## src/rtl/addr_bus_arbiter.sv

```systemverilog
// addr_bus_arbiter: round-robin arbiter granting a shared address bus to one of NUM_REQ
// address registers. Optional ACCESS timeout is compiled in when ADDR_ARB_TIMEOUT_EN is defined.
module addr_bus_arbiter #(
  parameter int NUM_REQ = 4,
  parameter int TIMEOUT = 15
) (
  input  logic                       clk,
  input  logic                       reset,
  input  logic [NUM_REQ-1:0]         req,
  input  logic [NUM_REQ-1:0]         lock,
  input  logic [NUM_REQ-1:0]         post_inc,
  input  logic                       mem_ready,
  output logic [NUM_REQ-1:0]         grant,
  output logic [$clog2(NUM_REQ)-1:0] grant_id,
  output logic [NUM_REQ-1:0]         inc,
  output logic                       busy,
  output logic                       timeout_err
);

  localparam int GW = $clog2(NUM_REQ);
  localparam logic [0:0] ST_IDLE   = 1'b0;
  localparam logic [0:0] ST_ACCESS = 1'b1;
  localparam logic [NUM_REQ-1:0] ONE_HOT0 = {{(NUM_REQ-1){1'b0}}, 1'b1};

  function automatic logic [GW-1:0] wrap_inc(input logic [GW-1:0] v);
    if (v == GW'(NUM_REQ-1)) begin
      wrap_inc = '0;
    end else begin
      wrap_inc = v + GW'(1);
    end
  endfunction

  logic [0:0]         r_state = ST_IDLE;
  logic [GW-1:0]      r_rp    = '0;
  logic [GW-1:0]      r_gid   = '0;
  logic [NUM_REQ-1:0] r_grant = '0;

  logic [0:0]         w_state_nxt;
  logic [GW-1:0]      w_rp_nxt;
  logic [GW-1:0]      w_gid_nxt;
  logic [NUM_REQ-1:0] w_grant_nxt;
  logic               w_pick_found;
  logic [GW-1:0]      w_pick_id;
  logic [GW-1:0]      w_cand;
  logic               w_access;
  logic               w_req_g;
  logic               w_done;
  logic               w_abort;
  logic               w_timeout;

  assign w_access = (r_state == ST_ACCESS);
  assign w_req_g  = req[r_gid];
  assign w_done   = w_access & w_req_g & mem_ready;
  assign w_abort  = w_access & (~w_req_g | w_timeout);

  // Round-robin search: first requester at or after the pointer, wrapping.
  always_comb begin
    w_pick_found = 1'b0;
    w_pick_id    = '0;
    w_cand       = r_rp;
    for (int i = 0; i < NUM_REQ; i++) begin
      if (!w_pick_found && req[w_cand]) begin
        w_pick_found = 1'b1;
        w_pick_id    = w_cand;
      end else begin
        w_pick_found = w_pick_found;
      end
      w_cand = wrap_inc(w_cand);
    end
  end

  // Increment strobe completes on the same edge as the access; suppressed under reset.
  always_comb begin
    inc = '0;
    if (w_done && !reset && post_inc[r_gid]) begin
      inc = ONE_HOT0 << r_gid;
    end else begin
      inc = '0;
    end
  end

  // Next-state logic for the IDLE/ACCESS machine.
  always_comb begin
    w_state_nxt = r_state;
    w_rp_nxt    = r_rp;
    w_gid_nxt   = r_gid;
    w_grant_nxt = r_grant;
    case (r_state)
      ST_IDLE: begin
        if (w_pick_found) begin
          w_state_nxt = ST_ACCESS;
          w_gid_nxt   = w_pick_id;
          w_grant_nxt = ONE_HOT0 << w_pick_id;
        end else begin
          w_state_nxt = ST_IDLE;
        end
      end
      ST_ACCESS: begin
        if (w_abort || (w_done && !lock[r_gid])) begin
          w_state_nxt = ST_IDLE;
          w_rp_nxt    = wrap_inc(r_gid);
          w_gid_nxt   = '0;
          w_grant_nxt = '0;
        end else begin
          w_state_nxt = ST_ACCESS;
        end
      end
      default: begin
        w_state_nxt = ST_IDLE;
        w_rp_nxt    = '0;
        w_gid_nxt   = '0;
        w_grant_nxt = '0;
      end
    endcase
  end

  // State registers with synchronous reset.
  always_ff @(posedge clk) begin
    if (reset) begin
      r_state <= ST_IDLE;
      r_rp    <= '0;
      r_gid   <= '0;
      r_grant <= '0;
    end else begin
      r_state <= w_state_nxt;
      r_rp    <= w_rp_nxt;
      r_gid   <= w_gid_nxt;
      r_grant <= w_grant_nxt;
    end
  end

`ifdef ADDR_ARB_TIMEOUT_EN
  localparam int CW = $clog2(TIMEOUT + 1);

  logic [CW-1:0] r_cnt         = '0;
  logic          r_timeout_err = 1'b0;

  // Abort on the edge where the stalled-cycle count would reach TIMEOUT.
  assign w_timeout = w_access & ~mem_ready & (r_cnt == CW'(TIMEOUT - 1));

  // Stall counter and one-cycle abort flag.
  always_ff @(posedge clk) begin
    if (reset) begin
      r_cnt         <= '0;
      r_timeout_err <= 1'b0;
    end else begin
      r_timeout_err <= w_timeout;
      if (!w_access || w_done || w_abort) begin
        r_cnt <= '0;
      end else if (!mem_ready) begin
        r_cnt <= r_cnt + CW'(1);
      end else begin
        r_cnt <= r_cnt;
      end
    end
  end

  assign timeout_err = r_timeout_err;
`else
  // Without the timeout feature TIMEOUT has no effect; the term below is always 0.
  assign w_timeout   = 1'b0 & (TIMEOUT > 0);
  assign timeout_err = 1'b0;
`endif

  assign grant    = r_grant;
  assign grant_id = r_gid;
  assign busy     = w_access;

endmodule

```

## config.mk

```make
export PLATFORM = sky130hd
export DESIGN_NAME = addr_bus_arbiter
export DESIGN_NICKNAME = d
export VERILOG_FILES = /design/src/rtl/addr_bus_arbiter.sv
export SDC_FILE = /design/constraint.sdc
export NUM_CORES = 1
export LEC_CHECK = 0
export BUFFER_PORTS_ARGS = -buffer_cell sky130_fd_sc_hd__buf_2
export CAP_MARGIN = 10
export CELL_PAD_IN_SITES_DETAIL_PLACEMENT = 1
export CELL_PAD_IN_SITES_GLOBAL_PLACEMENT = 1
export CORE_MARGIN = 5
export CORE_UTILIZATION = 42
export DETAILED_ROUTE_END_ITERATION = 8
export PLACE_DENSITY = 0.81
export SLEW_MARGIN = 15
export SYNTH_ARGS = -nofsm -noshare
export SYNTH_HDL_FRONTEND = slang
export SYNTH_SLANG_ARGS = --single-unit
```

## constraint.sdc

```tcl
create_clock -name clk -period 7.1 [get_ports clk]
set_clock_uncertainty 0.1 [all_clocks]
set_input_delay 1.42 -clock clk [delete_from_list [all_inputs] [get_ports clk]]
set_output_delay 1.42 -clock clk [all_outputs]
set_load 0.005 [all_outputs]
```

# After elaboration in Yosys (flattened, before gate mapping)
# Index checks and enable logic that the tools add are counted.
classes:
  add_sub_neg: 4
  mux: 36
  n_reduce_logical: 14
  order_cmp: 5
  n_bitwise: 5
  n_eq_ne: 6
  shift: 2
op_table:
  columns: ["op", "n"]
  rows:
  - ["$mux 2", 10]
  - ["$lt 2x3->1 const B", 5]
  - ["$bmux 1 s2", 7]
  - ["$mux 1", 13]
  - ["$mux 4", 3]
  - ["$add 2x1->2 const B", 4]
  - ["$eq 2x2->1 const B", 4]
  - ["$pmux 4 s2", 1]
  - ["$shl 1x2->4 const A", 2]
  - ["$logic_and 1x1->1", 6]
  - ["$logic_not 1->1", 5]
  - ["$pmux 2 s2", 1]
  - ["$reduce_and 2->1", 2]
  - ["$and 1x1->1", 3]
  - ["$ne 2x1->1 const B", 1]
  - ["$ne 2x2->1 const B", 1]
  - ["$not 1->1", 2]
  - ["$pmux 1 s2", 1]
  - ["$logic_or 1x1->1", 1]
totals:
  output_inout_bits: 12
  reg_bits: 9

# Logic depth before layout (Yosys ltp)
# Gate-level depths: netlist (run 1).
depth:
  ltp_word: 15
  ltp_mapped: 9
  ltp_nobuf: 7

# Least setup slack after synthesis (run 1)
# OpenSTA, ideal clock, no wires.
synth_timing:
  path_kind: "input to output"
  from: "input port req[3]"
  to: "output port inc[0]"
  cell_stages: 5
  path_slack_ps: 3281
  t_required_ps: 5580
  arrival_ps: 2299
  n_path_buf: 1
  path_cell_list: "clkbuf_2 > mux4_2 > nand2_1 > nor3_1 > and2_1"
synth_between:
  elab_chain_len: 7
synth_lines:
  columns: ["element", "line_no", "rtl"]
  rows:
  - ["start: declaration", "9", "input logic [NUM_REQ-1:0] req,"]
  - ["$bmux 1 s2", "52", "assign w_req_g = req[r_gid];"]
  - ["$mux 1 (implied by the code)", "52", null]
  - ["$and 1x1->1 (2 in series)", "53", "assign w_done = w_access & w_req_g & mem_ready;"]
  - ["$logic_and 1x1->1 (2 in series)", "75", "if (w_done && !reset && post_inc[r_gid]) begin"]
  - ["$mux 4", "75", null]
  - ["end: declaration", "15", "output logic [NUM_REQ-1:0] inc,"]
# Every way passes these cells. The select of a mux whose other input is x is not followed.

# Worst setup path in the final report (run 1)
layout_timing:
  from: "input port req[2]"
  to: "output port inc[3]"
# The elaborated chain is that of the path after synthesis.

==> run metrics, run 1 <==
outcome finished, final reports clean; H-tree depth 1; Avg Inst Size Synth slightly below 9 um^2; Post-Layout Cell Count 171; number of gates resized after CTS 0; post-synthesis sequential area ratio 0.1682; clk_lat worst skew 0.26 ns; clock tree buffer depth 2; Final Wtd Congestion 0.7523; FMAX 245.4 MHz; pin count of the biggest net entering global routing 26; Setup Viol. Count Final 0; Ys Warns 0; worst vdd ir 108.8 uV; DR vias 1012; #FFs+latches synth 9; Final Power 0.0002448 W; Final WS setup about 3.0 ns; DP HPWL around 2.2 mm; Synth Flop Type dfxtp_1; post-synthesis instance area 1071 um^2; Final Hold Viols 0; Post-synth EDFFs 0; Initial Util 0.4363; Post-Place Cells between 150 and 200; Slew @ Worst Pin just under 0.8 ns; Buffers on Ports 25; crit path cell chain buf_2, mux4_2, nand2_1, nor3_1, and2_1, buf_2; Cell Pwr Density about 210 nW/um^2; crit share post-route 0.5741; setup TNS 0 ns; Required @ worst endpoint 5.58 ns; relative max-transition margin 0.4872; Netlist cell types 48; Post-CTS Setup Repair Bufs 0; Area contributors post-synth dfxtp_1, mux4_2, ha_1; Setup Crit Path Kind in -> out; hold_buf cts 0; Core ar. 2455 um^2; clk slew on worst S/H paths 0.06 ns; type of the most critical hold path reg -> reg; pre-CTS setup slack between 2 and 3 ns; type of destination of the critical path primary output; Hold WS 0.3649 ns; CTS tree yes; Die H 60.50 um; CP dominant cell by count buf_2; Worst Setup Start Kind primary input; DR pass1 iterations 4; DRC violations left 0; Initial DRC Count 11; GRT overflow 0; Final Net Count 162; Syn Inst Count 123; antenna violations before repair 0; vias per inst 5.918; clk sink count 9; post-synth top area share 0.1682; full die area 3660 um^2; vias in the first global route 1006; DIE WIDTH 60.50 um; Period minus WS final 4.076 ns; syn_nets around 140; slowest cell delay on critical path 0.29 ns; max_cap viols 0; Post-DRT Antenna Nets 0; fraction of layout cells with a size suffix above 1 0.3050; CP max stage cell mux4_2; Tot GR Track Use 0.1693; fin. max-slew vios 0; detail-routed net length per standard cell about 17 um; asr flop ratio synth 0; worst path arrival time 2.56 ns; Routed Wire Length 2.898 mm; top-level port count 27; diodes inserted 0; first-pass GRT wire length 4.733 mm; P&R area growth vs syn 11.10%; row count 18; CTS Root Cell clkbuf_4; CP max FO 15; clock buffers created by TritonCTS 3; Yosys top cell by area dfxtp_1; unrepaired setup endpoints after global routing false; P_leak 0.5238 nW
-- worst max-delay path, delay by kind of cell --
kind,cells,cell delay (ns)
muxes,1,0.29
buffers and inverters,2,0.32
and+or+nand+nor,3,0.51
-- path summary, 6_finish.rpt --
path | start | end | slack (ns) | cells after the start
worst max-delay path | req[2] | inc[3] | 3.02 | 6
worst min-delay path | grant[2] | grant[2] | 0.36 | 2
worst max register to register | r_rp[0] | grant[3] | 3.95 | 7
worst min register to register | grant[2] | grant[2] | 0.36 | 2
-- through the flow --
stage          instance area [um^2]    util
2_1_floorplan                  1071       -
3_3_place_gp                   1164  0.4740
3_5_place_dp                   1164  0.4740
4_1_cts                        1190  0.4847
5_1_grt                        1190  0.4847
6_report                       1190  0.4847
-- kinds of logic (layout without fill, tap and decap cells) --
kind of cell,Yosys count,in the layout,share of synthesized area
AOI/OAI and AO/OA,31,31,0.2301
xor gates and xnor gates,1,1,0.008179
adders and majority gates,5,5,0.05841
buffers and inverters,17,35,0.08644
DFF,9,9,0.1682
muxes,11,11,0.1706
other,1,1,0.003501
and+or+nand+nor,48,48,0.2745
-- Yosys cell counts, types with 2 or more instances --
| library cell | instances |
|---|---|
| a21oi_1 | 6 |
| a22oi_1 | 2 |
| and2_1 | 5 |
| buf_2 | 4 |
| buf_4 | 2 |
| buf_6 | 2 |
| clkbuf_1 | 2 |
| dfxtp_1 | 9 |
| ha_1 | 5 |
| inv_1 | 6 |
| mux2_2 | 2 |
| mux2i_1 | 4 |
| mux4_1 | 2 |
| mux4_2 | 3 |
| nand2_1 | 10 |
| nand3b_1 | 4 |
| nor2_1 | 6 |
| nor2b_1 | 2 |
| nor3_1 | 4 |
| nor3b_1 | 3 |
| nor4b_1 | 2 |
| o211a_1 | 3 |
| o211ai_1 | 2 |
| o21ai_0 | 6 |
| o31ai_1 | 2 |
| or2_2 | 2 |
| or3_1 | 2 |
-- registers in the layout, summed over array words and instances, names as in the netlist --
signal    count
grant         4
grant_id      2
r_rp          2
busy          1
-- report_power, final --
part | switching, W | internal (W)
registers | 0.0000190 | 0.0000593
clock network | 0.0000173 | 0.0000216
logic | 0.0000665 | 0.0000610
total | 0.000103 | 0.000142
-- layout make-up --
type	count	area, um^2
fill	310	1265
multi-input combinational	97	798.3
sequential	9	180.2
timing repair buffer	25	125.1
tap	30	37.54
clock buffer	4	26.28
inverter	6	22.52
-- metal layers --
layer	track usage	wire, um
met5	0	0
met1	0.2052	1238
met4	0.02786	11
met3	0.04681	132
met2	0.3040	1516
-- placed cells by master (no fill, tap or decap), types with 2 or more instances in the layout --
master,synthesis,final
clkbuf_4,0,3
mux4_1,2,2
o21ai_0,6,6
or2_2,2,2
nor2_1,6,6
inv_1,6,6
mux2i_1,4,4
nand3b_1,4,4
nor3b_1,3,3
and2_1,5,5
a22oi_1,2,2
nor4b_1,2,2
buf_2,4,25
mux2_2,2,2
o31ai_1,2,2
a21oi_1,6,6
or3_1,2,2
o211ai_1,2,2
dfxtp_1,9,9
mux4_2,3,3
nand2_1,10,10
nor2b_1,2,2
nor3_1,4,4
ha_1,5,5
o211a_1,3,3
(Power assumes the default switching activity.)
==> run 2: changes to the inputs <==
--- a/config.mk
+++ b/config.mk
@@ -10,9 +10,9 @@
 export CELL_PAD_IN_SITES_DETAIL_PLACEMENT = 1
 export CELL_PAD_IN_SITES_GLOBAL_PLACEMENT = 1
 export CORE_MARGIN = 5
-export CORE_UTILIZATION = 42
+export CORE_UTILIZATION = 39
 export DETAILED_ROUTE_END_ITERATION = 8
-export PLACE_DENSITY = 0.81
+export PLACE_DENSITY = 0.76
 export SLEW_MARGIN = 15
 export SYNTH_ARGS = -nofsm -noshare
 export SYNTH_HDL_FRONTEND = slang
==> constraint.sdc (replaced) <==
create_clock -name clk -period 4.1 [get_ports clk]
set_clock_uncertainty 0.1 [all_clocks]
set_input_delay 0.82 -clock clk [delete_from_list [all_inputs] [get_ports clk]]
set_output_delay 0.82 -clock clk [all_outputs]
set_load 0.005 [all_outputs]
==> run 2 against run 1 <==
  * Die area up 6.4%
  * Highest routed layer unchanged
  * Via count decreased by 0.99%
  * Critical endpoint is now grant[1]
  * Largest power group unchanged
  * Worst hold slack lost 0.0090 ns
  * Global-route usage fell by 0.65 points
  * Critical path type is now reg -> reg
  * Total power is 79% higher
==> run metrics, run 2 (same netlist as run 1, synthesis figures left out) <==
Initial DRC Count 43; DR pass1 iterations 4; internal power 0.0002476 W; clk slew on worst S/H paths 0.07 ns; type of destination of the critical path register; detail-routed net length per standard cell 17.69 um; setup TNS 0 ns; commonest non-fill, non-tap cell in the layout buf_2; fin. max-slew vios 0; first-pass GRT wire length roughly 5.1 mm; commonest non-fill, non-tap cells in the layout buf_2, nand2_1, dfxtp_1; row count 19; P_sw 0.0001905 W; Post-DRT Antenna Nets 0; DIE WIDTH 62.41 um; Final Net Count 163; pre-CTS setup slack 1.237 ns; DR vias 1002; Cell Pwr Density roughly 370 nW/um^2; Sw Share 0.4348; CP max FO 25; full die area 3894 um^2; hold_buf cts 0; type of the most critical hold path reg -> reg; antenna violations before repair 0; sequential fraction of design power 0.285; Required @ worst endpoint approximately 4.2 ns; clock buffers created by TritonCTS 3; Comb pwr share 0.538; register area between 150 and 200 um^2; Post-CTS Setup Repair Bufs 0; GRT overflow 0; P&R area growth vs syn 11.92%; number of gates resized after CTS 0; Initial Util 0.3987; FMAX 345.2 MHz; diodes inserted 0; CTS Root Cell clkbuf_4; CTS tree yes; DP HPWL 2.261 mm; Multi-input gate area 798.3 um^2; Setup Viol. Count Final 0; H-tree depth 1; outcome finished, final reports clean; Core ar. about 2700 um^2; Tot GR Track Use 0.1628; P_leak 0.5291 nW; Final WS setup roughly 1.2 ns; max_cap viols 0; relative max-transition margin 0.5862; Routed Wire Length 3.060 mm; Period minus WS final 2.897 ns; clk_lat worst skew 0.28 ns; fraction of layout cells with a size suffix above 1 0.3099; pin count of the biggest net entering global routing 26; Die H 62.41 um; worst path arrival time 3.01 ns; Final Hold Viols 0; vias in the first global route 1050; crit share post-route 0.7065; clock tree buffer depth 2; Setup Crit Path Kind reg -> reg; clock share of power 0.177; Worst Setup Start Kind register; top-level port count 27; Final Wtd Congestion a little over 0.8; vias per inst 5.792; clk sink count 9; worst vdd ir 257.3 uV; max reg flops 4; Buffers on Ports 25; DRC violations left 0; fill cell count 341; Final Power 0.0004381 W; unrepaired setup endpoints after global routing false; Slew @ Worst Pin 0.6207 ns
run 2: cell types whose count changed in the layout (fill, tap and decap cells not counted):
cell | before | now
buf_4 | 0 | 1
run 2: power by group through the flow:
stage	logic [W]	registers (W)	clock network (W)
2_1_floorplan	0.000182	0.000123	0
5_1_grt	0.000259	0.000128	0.0000842
4_1_cts	0.000236	0.000125	0.0000764
3_3_place_gp	0.000224	0.000125	0
3_5_place_dp	0.000235	0.000127	0
6_report	0.000236	0.000125	0.0000776
run 2: worst paths after layout:
path,endpoint,from,cells after the start,slack [ns]
worst max-delay path,grant[1],r_rp[0],8,1.20
worst min-delay path,grant[2],grant[2],2,0.36
worst max register to register,grant[1],r_rp[0],8,1.20
worst min register to register,grant[2],grant[2],2,0.36
run 2: metal layers:
layer,up-vias,global-route usage,share of wire
met5,-,0,0
met4,0,0.05570,0.012
met3,5,0.03058,0.036
met2,16,0.2759,0.49
met1,489,0.2051,0.46
li1,492,-,-
run 2: critical path, cell delays in order, from the launching register on:
cell     delay, ns
dfxtp_1       0.30
buf_4         0.20
ha_1          0.71
mux2i_1       0.25
a22oi_1       0.32
nor2_1        0.09
or3_4         0.40
or3_1         0.32
o21ai_1       0.13
run 2: cell type report:
| cell class | instances | share of cell area |
|---|---|---|
| clock buffer | 4 | 0.02192 |
| tap | 31 | 0.03236 |
| inverter | 6 | 0.01879 |
| sequential | 9 | 0.1503 |
| multi-input combinational | 97 | 0.6660 |
| timing repair buffer | 26 | 0.1106 |
run 2: stage by stage:
step / hold WS, ns / util / instances / instance area [um^2]
after floorplan: 0.3527 / - / 123 / 1071
after global placement: 0.3400 / 0.4364 / 169 / 1172
after detailed placement: 0.3486 / 0.4364 / 169 / 1172
after CTS: 0.3579 / 0.4462 / 173 / 1199
after global routing: 0.3873 / 0.4462 / 173 / 1199
final: 0.3559 / 0.4462 / 173 / 1199
==> run 3: changes to the inputs <==
--- a/config.mk
+++ b/config.mk
@@ -5,14 +5,15 @@
 export SDC_FILE = /design/constraint.sdc
 export NUM_CORES = 1
 export LEC_CHECK = 0
+export ABC_AREA = 1
 export BUFFER_PORTS_ARGS = -buffer_cell sky130_fd_sc_hd__buf_2
 export CAP_MARGIN = 10
 export CELL_PAD_IN_SITES_DETAIL_PLACEMENT = 1
 export CELL_PAD_IN_SITES_GLOBAL_PLACEMENT = 1
 export CORE_MARGIN = 5
-export CORE_UTILIZATION = 39
+export CORE_UTILIZATION = 31
 export DETAILED_ROUTE_END_ITERATION = 8
-export PLACE_DENSITY = 0.76
+export PLACE_DENSITY = 0.71
 export SLEW_MARGIN = 15
 export SYNTH_ARGS = -nofsm -noshare
 export SYNTH_HDL_FRONTEND = slang
==> constraint.sdc (replaced) <==
create_clock -name clk -period 2.6 [get_ports clk]
set_clock_uncertainty 0.1 [all_clocks]
set_input_delay 0.52 -clock clk [delete_from_list [all_inputs] [get_ports clk]]
set_output_delay 0.52 -clock clk [all_outputs]
set_load 0.005 [all_outputs]
==> run 3 against run 2 <==
  * Synthesized cell count is 19% higher
  * Die area grew 7.6%
  * Cell count increased by 18%
  * Worst setup slack got worse by 0.85 ns
  * Critical path depth is 3 lower
  * Sequential power grew 95%
  * Count of clock-buffer cells in the layout stayed put
  * Utilization is 5.3 points lower
  * Area after synthesis fell by 13%
  * Non-clock buffer count unchanged
  * First-iteration DRC count fell by 33%
==> run metrics, run 3 <==
Cell Pwr Density 1106 nW/um^2; DR vias 1023; vias in the first global route ~1100; type of the most critical hold path reg -> reg; Worst Setup Start Kind register; clock share of power 0.088; Final Hold Viols 0; setup TNS 0 ns; GRT overflow 0; CTS Root Cell clkbuf_4; worst path arrival time 1.62 ns; Initial DRC Count 29; detail-routed net length per standard cell 12.56 um; unrepaired setup endpoints after global routing false; commonest non-fill, non-tap cell in the layout nand2_1; CP max FO 11; Avg Inst Size Synth 6.359 um^2; syn_nets 166; hold path depth 2; Yosys top cell by area dfxtp_1; Final Wtd Congestion 0.7643; pin count of the biggest net entering global routing 12; R2R setup slack between 0.6 and 0.7 ns; post-synth top area share 0.1941; Initial Util 0.3310; commonest non-fill, non-tap cells in the layout nand2_1, buf_2, nand3_1; Final Power 0.001220 W; DIE WIDTH 64.73 um; Worst Hold Path EP grant[1]; FMAX 446.0 MHz; Core ar. 2805 um^2; Critical R2R Capture grant[1]; Sw Share 0.5448; most frequent cell after synthesis nand2_1; H-tree depth 1; Synth Flop Type dfxtp_1; Syn Inst Count 146; P_sw ~0.00066 W; Setup Viol. Count Final 0; clock buffers created by TritonCTS 3; #FFs+latches synth 9; sequential fraction of design power 0.200; Area contributors post-synth dfxtp_1, nand3_1, nand2_1; final core occ 0.3934; full die area 4189 um^2; asr flop ratio synth 0; hold_buf cts 0; fraction of layout cells with a size suffix above 1 0.2948; Post-CTS Setup Repair Bufs 0; Post-synth EDFFs 0; fin. max-slew vios 0; Routed Wire Length 2.563 mm; type of destination of the critical path primary output; Required @ worst endpoint 1.98 ns; reg2reg path depth 11; Buffers on Ports 25; Die H 64.73 um; fill cell count 389; outcome finished, final reports clean; worst vdd ir 419.7 uV; max_cap viols 0; clock tree buffer depth 2; P&R area growth vs syn 18.87%; clk sink count 9; DRC violations left 0; RR Startpoint r_rp[1]; Period minus WS final 2.242 ns; antenna violations before repair 0; Comb pwr share 0.711; post-synthesis instance area 928.4 um^2; Hold WS 0.3949 ns; crit share post-route 0.8624; row count 19; vias per inst 5.015; synth cell count leaders nand2_1, nand3_1, nor2_1; Ys Warns 0; Tot GR Track Use 0.1270; Multi-input gate area between 600 and 700 um^2; first-pass GRT wire length 4.436 mm; P_leak 0.5871 nW; number of gates resized after CTS 0; register area around 180 um^2; CTS tree yes; Post-DRT Antenna Nets 0; diodes inserted 0; Netlist cell types 27; max reg flops 4; clk slew on worst S/H paths 0.06 ns; clk_lat worst skew 0.26 ns; top-level port count 27; DP HPWL around 2.2 mm; Final Net Count approximately 190; DR pass1 iterations 4; Setup Crit Path Kind reg -> out; internal power 0.0005554 W; critical hold path startpoint grant[1]; post-synthesis sequential area ratio 0.1941
run 3: changes by cell type in the layout (fill, tap and decap cells not counted), moves of 5 or more:
cell and change:
nand2_2 +8, and2_1 -5, nand2_1 +16, inv_1 +11
nor2_1 +13, nand3_1 +20, nand2_4 +6
run 3: layer usage:
layer  global-route usage  share of wire  vias to the layer above
li1                     -              -                      527
met1               0.1524           0.44                      482
met2               0.2388           0.53                       12
met3              0.01382          0.028                        2
met4              0.03166         0.0023                        0
met5                    0              0                        -
run 3: worst max path at each step:
stage | slack, ns | start | end
2_1_floorplan | 0.93 | reset | inc[0]
3_3_place_gp | 0.70 | req[2] | inc[3]
3_5_place_dp | 0.61 | req[2] | inc[0]
4_1_cts | 0.35 | grant_id[0] | inc[0]
5_1_grt | 0.14 | grant_id[0] | inc[0]
6_report | 0.36 | grant_id[0] | inc[0]
run 3: area by class of cell:
cell class              count  share of cell area
multi-input cells         114              0.5850
well taps                  31             0.03515
flip-flops and latches      9              0.1633
repair buffers             26              0.1202
inverters                  20             0.07256
clock buffers               4             0.02381
run 3: power by group through the flow:
stage	Sequential, W	Clock (W)	Combinational (W)
floorplan	0.000240	0	0.000674
global placement	0.000244	0	0.000852
detailed placement	0.000248	0	0.000876
CTS	0.000245	0.000112	0.000880
global route	0.000256	0.000119	0.000981
finish	0.000244	0.000108	0.000868
run 3: worst max-delay path, cell delays in order (launching register included):
cell and delay [ns]:
dfxtp_1 0.54, o21ai_0 0.15, o22ai_1 0.22, nand3_1 0.18, nor2_1 0.15, buf_2 0.13
run 3: cell families (layout without fill, tap and decap cells):
group,count (synthesis),after routing,share of synthesized area
buffers and inverters,23,50,0.1105
AND/OR/NAND/NOR,87,87,0.4986
adder cells (fa/ha/maj),5,5,0.06739
AO/OA/AOI/OAI,21,21,0.1253
other,1,1,0.004039
flip-flops,9,9,0.1941
run 3: through the flow:
stage / cells / setup slack [ns] / instance area (um^2)
2_1_floorplan: 146 / 0.9265 / 928.4
3_3_place_gp: 200 / 0.6968 / 1077
3_5_place_dp: 200 / 0.6086 / 1077
4_1_cts: 204 / 0.3457 / 1104
5_1_grt: 204 / 0.1447 / 1104
6_report: 204 / 0.3577 / 1104
